File: src/rtl/lsu_pkg.sv
// Shared definitions for the load/store unit.
//   - Access size encodings carried on req_size.
//   - FSM state encoding used by load_store_unit.
//   - 32-bit word type used on the memory-side data paths.
package lsu_pkg;

    localparam logic [1:0] SZ_BYTE    = 2'b00;
    localparam logic [1:0] SZ_HALF    = 2'b01;
    localparam logic [1:0] SZ_WORD    = 2'b10;
    localparam logic [1:0] SZ_ILLEGAL = 2'b11;

    typedef enum logic [1:0] {
        ST_IDLE   = 2'd0,
        ST_ACCESS = 2'd1,
        ST_WRITE  = 2'd2,
        ST_RESP   = 2'd3
    } lsu_state_e;

    typedef logic [31:0] word_t;

endpackage

File: src/rtl/lsu_align.sv
// Purely combinational lane logic for the load/store unit.
//   Load side : ld_word, ld_offset, ld_size, ld_unsigned -> ld_result
//               (byte/half extracted from its lane, then sign- or zero-extended)
//   Store side: st_old, st_new, st_offset, st_size -> st_merged
//               (byte/half of st_new inserted into its lane of st_old)
// Half accesses select their lane with offset[1] only, and words ignore the
// offset, so a misaligned address is naturally treated as its aligned form.
import lsu_pkg::*;

module lsu_align (
    input  word_t      ld_word,
    input  logic [1:0] ld_offset,
    input  logic [1:0] ld_size,
    input  logic       ld_unsigned,
    output word_t      ld_result,
    input  word_t      st_old,
    input  word_t      st_new,
    input  logic [1:0] st_offset,
    input  logic [1:0] st_size,
    output word_t      st_merged
);

    logic [7:0]  ld_byte;
    logic [15:0] ld_half;

    always_comb begin
        ld_byte = ld_word[{ld_offset, 3'b000} +: 8];
        ld_half = ld_offset[1] ? ld_word[31:16] : ld_word[15:0];
        case (ld_size)
            SZ_BYTE: ld_result = ld_unsigned ? {24'b0, ld_byte} : {{24{ld_byte[7]}}, ld_byte};
            SZ_HALF: ld_result = ld_unsigned ? {16'b0, ld_half} : {{16{ld_half[15]}}, ld_half};
            default: ld_result = ld_word;
        endcase
    end

    always_comb begin
        st_merged = st_old;
        case (st_size)
            SZ_BYTE: st_merged[{st_offset, 3'b000} +: 8] = st_new[7:0];
            SZ_HALF: begin
                if (st_offset[1]) st_merged[31:16] = st_new[15:0];
                else              st_merged[15:0]  = st_new[15:0];
            end
            default: st_merged = st_new;
        endcase
    end

endmodule

File: src/rtl/load_store_unit.sv
// Load/store unit: initiator side of a word-addressed data memory port.
// Ports:
//   clk, rst            clock (rising edge) and asynchronous active-high reset
//   req_*               request from the core (valid/ready), byte address,
//                       size (00 byte, 01 half, 10 word, 11 illegal)
//   rsp_*               response to the core (valid/ready): load data + error
//   mem_*               word-aligned memory port; mem_read_data is combinational
// Handshakes: a transfer happens on a rising edge where valid and ready are
// both high. req_ready is high only in IDLE; rsp_valid is high only in RESP and
// rsp_data/rsp_err are stable while it waits for rsp_ready.
// Optional build macro LSU_MISALIGN_TRAP_EN: when defined, misaligned half/word
// accesses return an error; otherwise they are performed at the aligned address.
import lsu_pkg::*;

module load_store_unit #(
    parameter int MEM_DEPTH  = 256,
    parameter int DATA_WIDTH = 32
) (
    input  logic                  clk,
    input  logic                  rst,
    input  logic                  req_valid,
    output logic                  req_ready,
    input  logic                  req_we,
    input  logic [1:0]            req_size,
    input  logic                  req_unsigned,
    input  logic [31:0]           req_addr,
    input  logic [DATA_WIDTH-1:0] req_wdata,
    output logic                  rsp_valid,
    input  logic                  rsp_ready,
    output logic [DATA_WIDTH-1:0] rsp_data,
    output logic                  rsp_err,
    output logic                  mem_write_en,
    output logic [31:0]           mem_addr,
    output logic [DATA_WIDTH-1:0] mem_write_data,
    input  logic [DATA_WIDTH-1:0] mem_read_data
);

    lsu_state_e state;

    logic       we_q;
    logic [1:0] size_q;
    logic       uns_q;
    word_t      addr_q;
    word_t      wdata_q;
    word_t      merge_buf;

    logic  size_bad;
    logic  range_bad;
    logic  misalign;
    logic  req_err;
    word_t ld_result;
    word_t st_merged;

    always_comb begin
        size_bad  = (req_size == SZ_ILLEGAL);
        range_bad = (req_addr >= 32'(MEM_DEPTH * 4));
`ifdef LSU_MISALIGN_TRAP_EN
        misalign  = ((req_size == SZ_HALF) && req_addr[0]) ||
                    ((req_size == SZ_WORD) && (req_addr[1:0] != 2'b00));
`else
        misalign  = 1'b0;
`endif
        req_err   = size_bad || range_bad || misalign;
    end

    lsu_align u_align (
        .ld_word     (mem_read_data),
        .ld_offset   (addr_q[1:0]),
        .ld_size     (size_q),
        .ld_unsigned (uns_q),
        .ld_result   (ld_result),
        .st_old      (merge_buf),
        .st_new      (wdata_q),
        .st_offset   (addr_q[1:0]),
        .st_size     (size_q),
        .st_merged   (st_merged)
    );

    always_ff @(posedge clk or posedge rst) begin
        if (rst) begin
            state     <= ST_IDLE;
            we_q      <= 1'b0;
            size_q    <= 2'b00;
            uns_q     <= 1'b0;
            addr_q    <= '0;
            wdata_q   <= '0;
            merge_buf <= '0;
            rsp_data  <= '0;
            rsp_err   <= 1'b0;
        end else begin
            case (state)
                ST_IDLE: begin
                    if (req_valid) begin
                        we_q     <= req_we;
                        size_q   <= req_size;
                        uns_q    <= req_unsigned;
                        addr_q   <= req_addr;
                        wdata_q  <= req_wdata;
                        rsp_data <= '0;
                        rsp_err  <= req_err;
                        // Errors skip the memory entirely.
                        state    <= req_err ? ST_RESP : ST_ACCESS;
                    end
                end
                ST_ACCESS: begin
                    if (!we_q) begin
                        rsp_data <= ld_result;
                        state    <= ST_RESP;
                    end else if (size_q == SZ_WORD) begin
                        state <= ST_RESP;
                    end else begin
                        // Sub-word store: capture the old word, merge next cycle.
                        merge_buf <= mem_read_data;
                        state     <= ST_WRITE;
                    end
                end
                ST_WRITE: state <= ST_RESP;
                ST_RESP: begin
                    if (rsp_ready) state <= ST_IDLE;
                end
                default: state <= ST_IDLE;
            endcase
        end
    end

    assign req_ready = (state == ST_IDLE);
    assign rsp_valid = (state == ST_RESP);
    assign mem_addr  = {addr_q[31:2], 2'b00};

    // Decoded only from registers, so reset removes a write in flight at once.
    assign mem_write_en = (state == ST_WRITE) ||
                          ((state == ST_ACCESS) && we_q && (size_q == SZ_WORD));

    always_comb begin
        mem_write_data = '0;
        case (state)
            ST_ACCESS: if (we_q && (size_q == SZ_WORD)) mem_write_data = wdata_q;
            ST_WRITE:  mem_write_data = st_merged;
            default:   mem_write_data = '0;
        endcase
    end

endmodule
File: config.mk
export PLATFORM = sky130hd
export DESIGN_NAME = load_store_unit
export DESIGN_NICKNAME = d
export VERILOG_FILES = /design/src/rtl/lsu_pkg.sv /design/src/rtl/lsu_align.sv /design/src/rtl/load_store_unit.sv
export SDC_FILE = /design/constraint.sdc
export NUM_CORES = 1
export LEC_CHECK = 0
export BUFFER_PORTS_ARGS = -buffer_cell sky130_fd_sc_hd__buf_2
export CORE_MARGIN = 1.5
export CORE_UTILIZATION = 32
export CTS_CLUSTER_SIZE = 25
export DETAILED_ROUTE_END_ITERATION = 8
export GPL_ROUTABILITY_DRIVEN = 0
export PLACE_DENSITY_LB_ADDON = 0.1
export REMOVE_ABC_BUFFERS = 1
export SYNTH_ARGS = -nofsm -noshare
export SYNTH_HDL_FRONTEND = slang
export SYNTH_SLANG_ARGS = --single-unit
File: constraint.sdc
create_clock -name clk -period 5.9 [get_ports clk]
set_clock_uncertainty 0.05 [all_clocks]
set_input_delay 0.885 -clock clk [delete_from_list [all_inputs] [get_ports clk]]
set_output_delay 0.885 -clock clk [all_outputs]
set_load 0.02 [all_outputs]
After elaboration in Yosys (flattened, before gate mapping)
Index checks and enable logic that the tools add are counted.
{"block": "classes", "addsub": 1, "n_lt_le_gt_ge": 1, "n_eq_ne": 9, "n_shift": 3, "muxes": 19, "bitwise_logic": 1, "n_reduce_logical": 12}
{"op": "$pmux 32 s2", "n": 4}
{"op": "$mux 32", "n": 5}
{"op": "$mux 16", "n": 3}
{"op": "$bwmux 32", "n": 1}
{"op": "$ge 32x11->1 const B", "n": 1}
{"op": "$shift 8x7->32 const A", "n": 1}
{"op": "$shiftx 32x6->8", "n": 1}
{"op": "$shiftx 8x7->32", "n": 1}
{"op": "$eq 2x2->1 const B", "n": 4}
{"op": "$pmux 2 s4", "n": 1}
{"op": "$neg 5->7", "n": 1}
{"op": "$mux 2", "n": 3}
{"op": "$reduce_and 3->1", "n": 2}
{"op": "$eq 2x1->1 const B", "n": 2}
{"op": "$logic_not 2->1", "n": 2}
{"op": "$ne 2x2->1 const B", "n": 2}
{"op": "$reduce_and 2->1", "n": 2}
{"op": "$logic_and 1x1->1", "n": 3}
{"op": "$logic_or 1x1->1", "n": 2}
{"op": "$mux 1", "n": 2}
{"op": "$ne 2x1->1 const B", "n": 1}
{"op": "$reduce_bool 2->1", "n": 1}
{"op": "$not 1->1", "n": 1}
{"block": "word_totals", "reg_bits": 135, "wordCells": 55}

Logic depth before layout (Yosys ltp)
{"block": "logic_depth", "depth_word": 5, "mapped_depth": 8, "depth_no_buf": 6}

Hierarchy
A second synthesis with hierarchy kept.
{"block": "unflattened", "cells_unflattened": 755, "hier_area_um2": 7633.6}
{"mod": "load_store_unit", "instances": 1, "cells_per_inst": 493, "area_per_inst_um2": 5978.2, "seq_area_each_um2": 3378.2}
{"mod": "lsu_align", "instances": 1, "cells_per_inst": 262, "area_per_inst_um2": 1655.3, "seq_area_each_um2": 0.0}

Least setup slack after synthesis
Ideal clock, no wire load.
{"block": "synth_path", "kind": "reg2out", "from": "reg addr_q[1]", "to": "out mem_write_data[23]", "arrival_time_ps": 2549, "required_ps": 4965, "setup_slack_ps": 2416, "path_stages_with_launch": 9, "path_buffers": 2, "cell_sequence": "dfrtp_1 -> clkbuf_1 -> inv_1 -> ha_1 -> clkbuf_1 -> nor4bb_1 -> nor2b_1 -> a221oi_1 -> nor3_1"}
{"block": "synth_between", "elab_chain_cells": 5, "word_cells_on_any_way": 7}
{"item": "from (decl)", "line_no": "load_store_unit.sv:43", "source": "word_t addr_q;"}
{"item": "from (signal assigned)", "line_no": "load_store_unit.sv:97", "source": "addr_q <= req_addr;"}
{"item": "$neg 5->7", "line_no": "lsu_align.sv:39", "source": "SZ_BYTE: st_merged[{st_offset, 3'b000} +: 8] = st_new[7:0];"}
{"item": "$shiftx 8x7->32 / $shift 8x7->32 (equally long branches)", "line_no": "lsu_align.sv:39"}
{"item": "$bwmux 32", "line_no": "lsu_align.sv:39"}
{"item": "$pmux 32 s2 (*)", "line_no": "lsu_align.sv:38", "source": "case (st_size)"}
{"item": "$pmux 32 s2 (*)", "line_no": "load_store_unit.sv:136", "source": "case (state)"}
{"item": "to (decl)", "line_no": "load_store_unit.sv:34", "source": "output logic [DATA_WIDTH-1:0] mem_write_data,"}
Every way passes the cells marked *; elsewhere a longest branch is shown, timed or not.

Worst setup path in the final report
Same ends and word-level chain as after synthesis.

==> results.md <==
- Once detailed placement completed, the half-perimeter wirelength came to 16800 um.
- The initial utilization of the core area, before any placement, comes to 0.327.
- The core footprint is 23500 um^2.
- The cell count after synthesis is 743.
- The die covers 25000 um^2.
- Of the post-synthesis cell area, the dominant cell type holds 0.439.
- The cell with the largest stage delay on the worst path is sky130_fd_sc_hd__buf_4.
- In the post-route analysis, the smallest setup slack over all paths is 1.29 ns.
- The worst setup path is of the reg -> out kind.
- The number of nets still failing antenna checks after routing is 0.
- The fraction of the yosys area taken by sequential cells is 0.439.
- The max-slew violation count is 0.
- In this run the power density over the cells is 603 nW/um^2.
- At the worst endpoint, the arrival time is 3.68 ns.
- The layout has 2422 filler cells.
- The first global-routing pass estimated 37600 um of wire.
- The timing startpoint of the critical path is addr_q[1]$_DFFE_PP0P_.
- The time the final worst path needs with I/O delays and setup is 4.61 ns.
- The cell sitting at the root of the clock tree is a sky130_fd_sc_hd__clkbuf_16.
- In this run the critical register-to-register path is launched from size_q[1]$_DFFE_PP0P_.
- The number of global-route vias before repair is 6269.
- The synthesized design contains 135 register bits.
- After routing, the total negative slack on setup checks comes to 0 ns.
- The number of enable flip-flop cells after synthesis is 0.
- OpenSTA, run right after detailed placement, puts the worst setup slack at 1.73 ns.
- The first detailed-routing pass ran for 5 iterations.
- The initial antenna violation count is 2.
- Of the cells placed in the final design, the portion with a size suffix greater than 1 is 0.420.
- Summed over all cells, the static leakage comes to 0.00434 uW.
- The register-to-register setup slack is 2.90 ns.
- The worst endpoint required time is 4.97 ns.
- The worst min-delay path class is reg -> reg.
- The netlist area before placement is 7690 um^2.
- After detailed routing, the number of vias per cell comes to 5.25.
- The number of warning messages in the yosys log is 0.
- The horizontal die dimension is 158 um.
- The maximum number of pins on one net before global-route repair is 92.
- The top flip-flop cell by instance count after synthesis is sky130_fd_sc_hd__dfrtp_1.
- The run finished with clean final reports.
- The most frequent cell after synthesis is sky130_fd_sc_hd__dfrtp_1.
- The global-route usage over all layers is 0.202.
- Synthesis instantiated 54 different standard cells from the library.
- The clock drives 135 sinks.
- The TritonCTS buffer count is 17.
- In the final layout, the multi-input gates occupy 3740 um^2.
- Buffers inserted to repair hold after CTS numbered 0.
- The total of buffers placed on input and output ports is 201.
- The hold violation total from the final report is 0.
- Setup repair after global routing left no endpoint under its margin.
- Counting along the longest clock path gives a buffer depth of 2.
- At the pin with the least slew margin, the transition time is 1.15 ns.
- The signal on the critical path passes through buf_4, ha_1, nor4bb_1, nor2b_1, a221oi_1, nor3_1, buf_2.
- The share of the clock period used by the worst path is 0.782.
- The final hold slack is 0.426 ns.
- The category of the worst setup path capture point is an output pin.
- The H-tree depth is 4.
- The maximum fanout encountered on the critical timing path is 62.
- Across the run, the number of max-cap violations was 0.
- The biggest area consumer among synthesized cells is sky130_fd_sc_hd__dfrtp_1.
- The y dimension of the die is 158 um.
- Timing would allow up to 0.217 GHz.
- The first routing iteration left 334 violations.
- After detailed routing, the total wire length is 24500 um.
- The worst min-delay path startpoint is rsp_data[7]$_DFFE_PP0P_.
- The total congestion overflow is 0.
- Sorting the synthesized cells by area gives the leading types as sky130_fd_sc_hd__dfrtp_1 44%, sky130_fd_sc_hd__mux2_2 17%, sky130_fd_sc_hd__a21oi_1 4.2%.
- The clock tree from TritonCTS is done.
- For this run, design rule violations remaining after detail routing come to 0.
- The clock latency at the later pin of the worst-skew pair is 0.42 ns.
- The per-instance average area after synthesis is 10.4 um^2.
- After detailed routing, the average wire length per cell comes to 20.1 um.
- The share of synthesized flip-flops with an asynchronous set or reset is 1.00.
- The synthesis-to-layout area growth is 21.7%.
- The number of buffers inserted by post-CTS setup repair is 0.
- The antenna cell count is 0.
- During I/O placement, the number of pins put on the boundary was 204.
- VDD sags by at most 0.361 mV.
- The worst setup path is launched from a flip-flop.
- The initialized floorplan defines 56 standard-cell rows.
- The commonest cells after synthesis are 135 x sky130_fd_sc_hd__dfrtp_1, 113 x sky130_fd_sc_hd__mux2_2, 65 x sky130_fd_sc_hd__a21oi_1.
- For this run, the post-layout net count is 1001.
- Setup violations remaining at the end of the flow were counted as 0.
- The sequential cell area is 3380 um^2.
- In this design, the stage delay of the slowest critical-path cell is 0.62 ns.
- The total number of vias is 6402.
- Post-CTS repair changed the size of 0 cells.
- The max-slew headroom at the worst pin is 0.223.
- After clock tree synthesis, the clock-pin slew on the worst setup and hold paths is 0.06 ns.
state kept, by name (all words and copies together), names as in the netlist:
signal and flops:
state 2, addr_q 32, wdata_q 32, rsp_data 32, size_q 2, we_q 1
rsp_err 1, merge_buf 32, uns_q 1
routing by layer:
| metal | part of all wire | wire (um) | up-vias | global-route usage |
|---|---|---|---|---|
| li1 | - | - | 3002 | - |
| met1 | 0.47 | 11400 | 3194 | 0.279 |
| met2 | 0.46 | 11300 | 179 | 0.316 |
| met3 | 0.057 | 1400 | 23 | 0.0441 |
| met4 | 0.014 | 334 | 4 | 0.0583 |
| met5 | 0.00098 | 24 | - | 0 |
layout make-up:
class | count | share of cell area
Timing Repair Buffer | 211 | 0.115
Clock inverter | 12 | 0.0178
Clock buffer | 20 | 0.0488
Inverter | 35 | 0.0146
Sequential cell | 135 | 0.361
Multi-Input combinational cell | 488 | 0.399
Tap cell | 319 | 0.0426
worst max-delay path: cells and delay by family (launching register included):
family / cells / cell delay (ns)
buf+inv: 2 / 0.86
compound gates: 1 / 0.14
simple gates: 3 / 1.40
fa+ha+maj: 1 / 0.28
flops: 1 / 0.57
stage by stage:
stage | util | instance area (um^2) | std cells | total power (uW)
3_5_place_dp | 0.371 | 8740 | 1188 | 4530
3_3_place_gp | 0.371 | 8740 | 1188 | 4520
5_1_grt | 0.398 | 9360 | 1220 | 6060
6_report | 0.398 | 9360 | 1220 | 5650
2_1_floorplan | - | 7230 | 658 | 3600
4_1_cts | 0.398 | 9360 | 1220 | 5710
cells by family (layout without fill, tap and decap cells):
group                      after synthesis  in the layout  synth area share
AOI/OAI and AO/OA                      220            220             0.193
DFF                                    135            135             0.439
and+or+nand+nor                        132            132            0.0943
muxes                                  125            125             0.181
buffers and inverters                  121            278            0.0776
adders and majority gates                9              9            0.0146
other                                    1              2          0.000487
final timing paths:
check	end	cells after the start
hold / removal	rsp_data[7]$_DFFE_PP0P_	1
setup / recovery	mem_write_data[23]	7
min in group asynchronous	rsp_data[31]$_DFFE_PP0P_	2
hold reg to reg	rsp_data[7]$_DFFE_PP0P_	1
max in group asynchronous	addr_q[1]$_DFFE_PP0P_	3
setup reg to reg	rsp_data[25]$_DFFE_PP0P_	5
cell usage in the layout (no fill, tap or decap), drive strengths merged, types with 9 or more instances in the layout:
| cell | instances |
|---|---|
| nand2b | 17 |
| mux2i | 12 |
| nor3b | 15 |
| a221oi | 9 |
| a221o | 30 |
| mux2 | 113 |
| nand3 | 11 |
| ha | 9 |
| o21ai | 61 |
| dfrtp | 135 |
| nor2 | 26 |
| buf | 211 |
| a21oi | 65 |
| nand2 | 26 |
| inv | 38 |
| o2111ai | 9 |
| clkbuf | 20 |
report_power, final:
group	switching (uW)	total [uW]	internal, uW
Sequential	467	1820	1360
Clock	451	1150	695
Combinational	1530	2680	1150
Total	2450	5650	3200
Power figures use the tool's default switching activity.
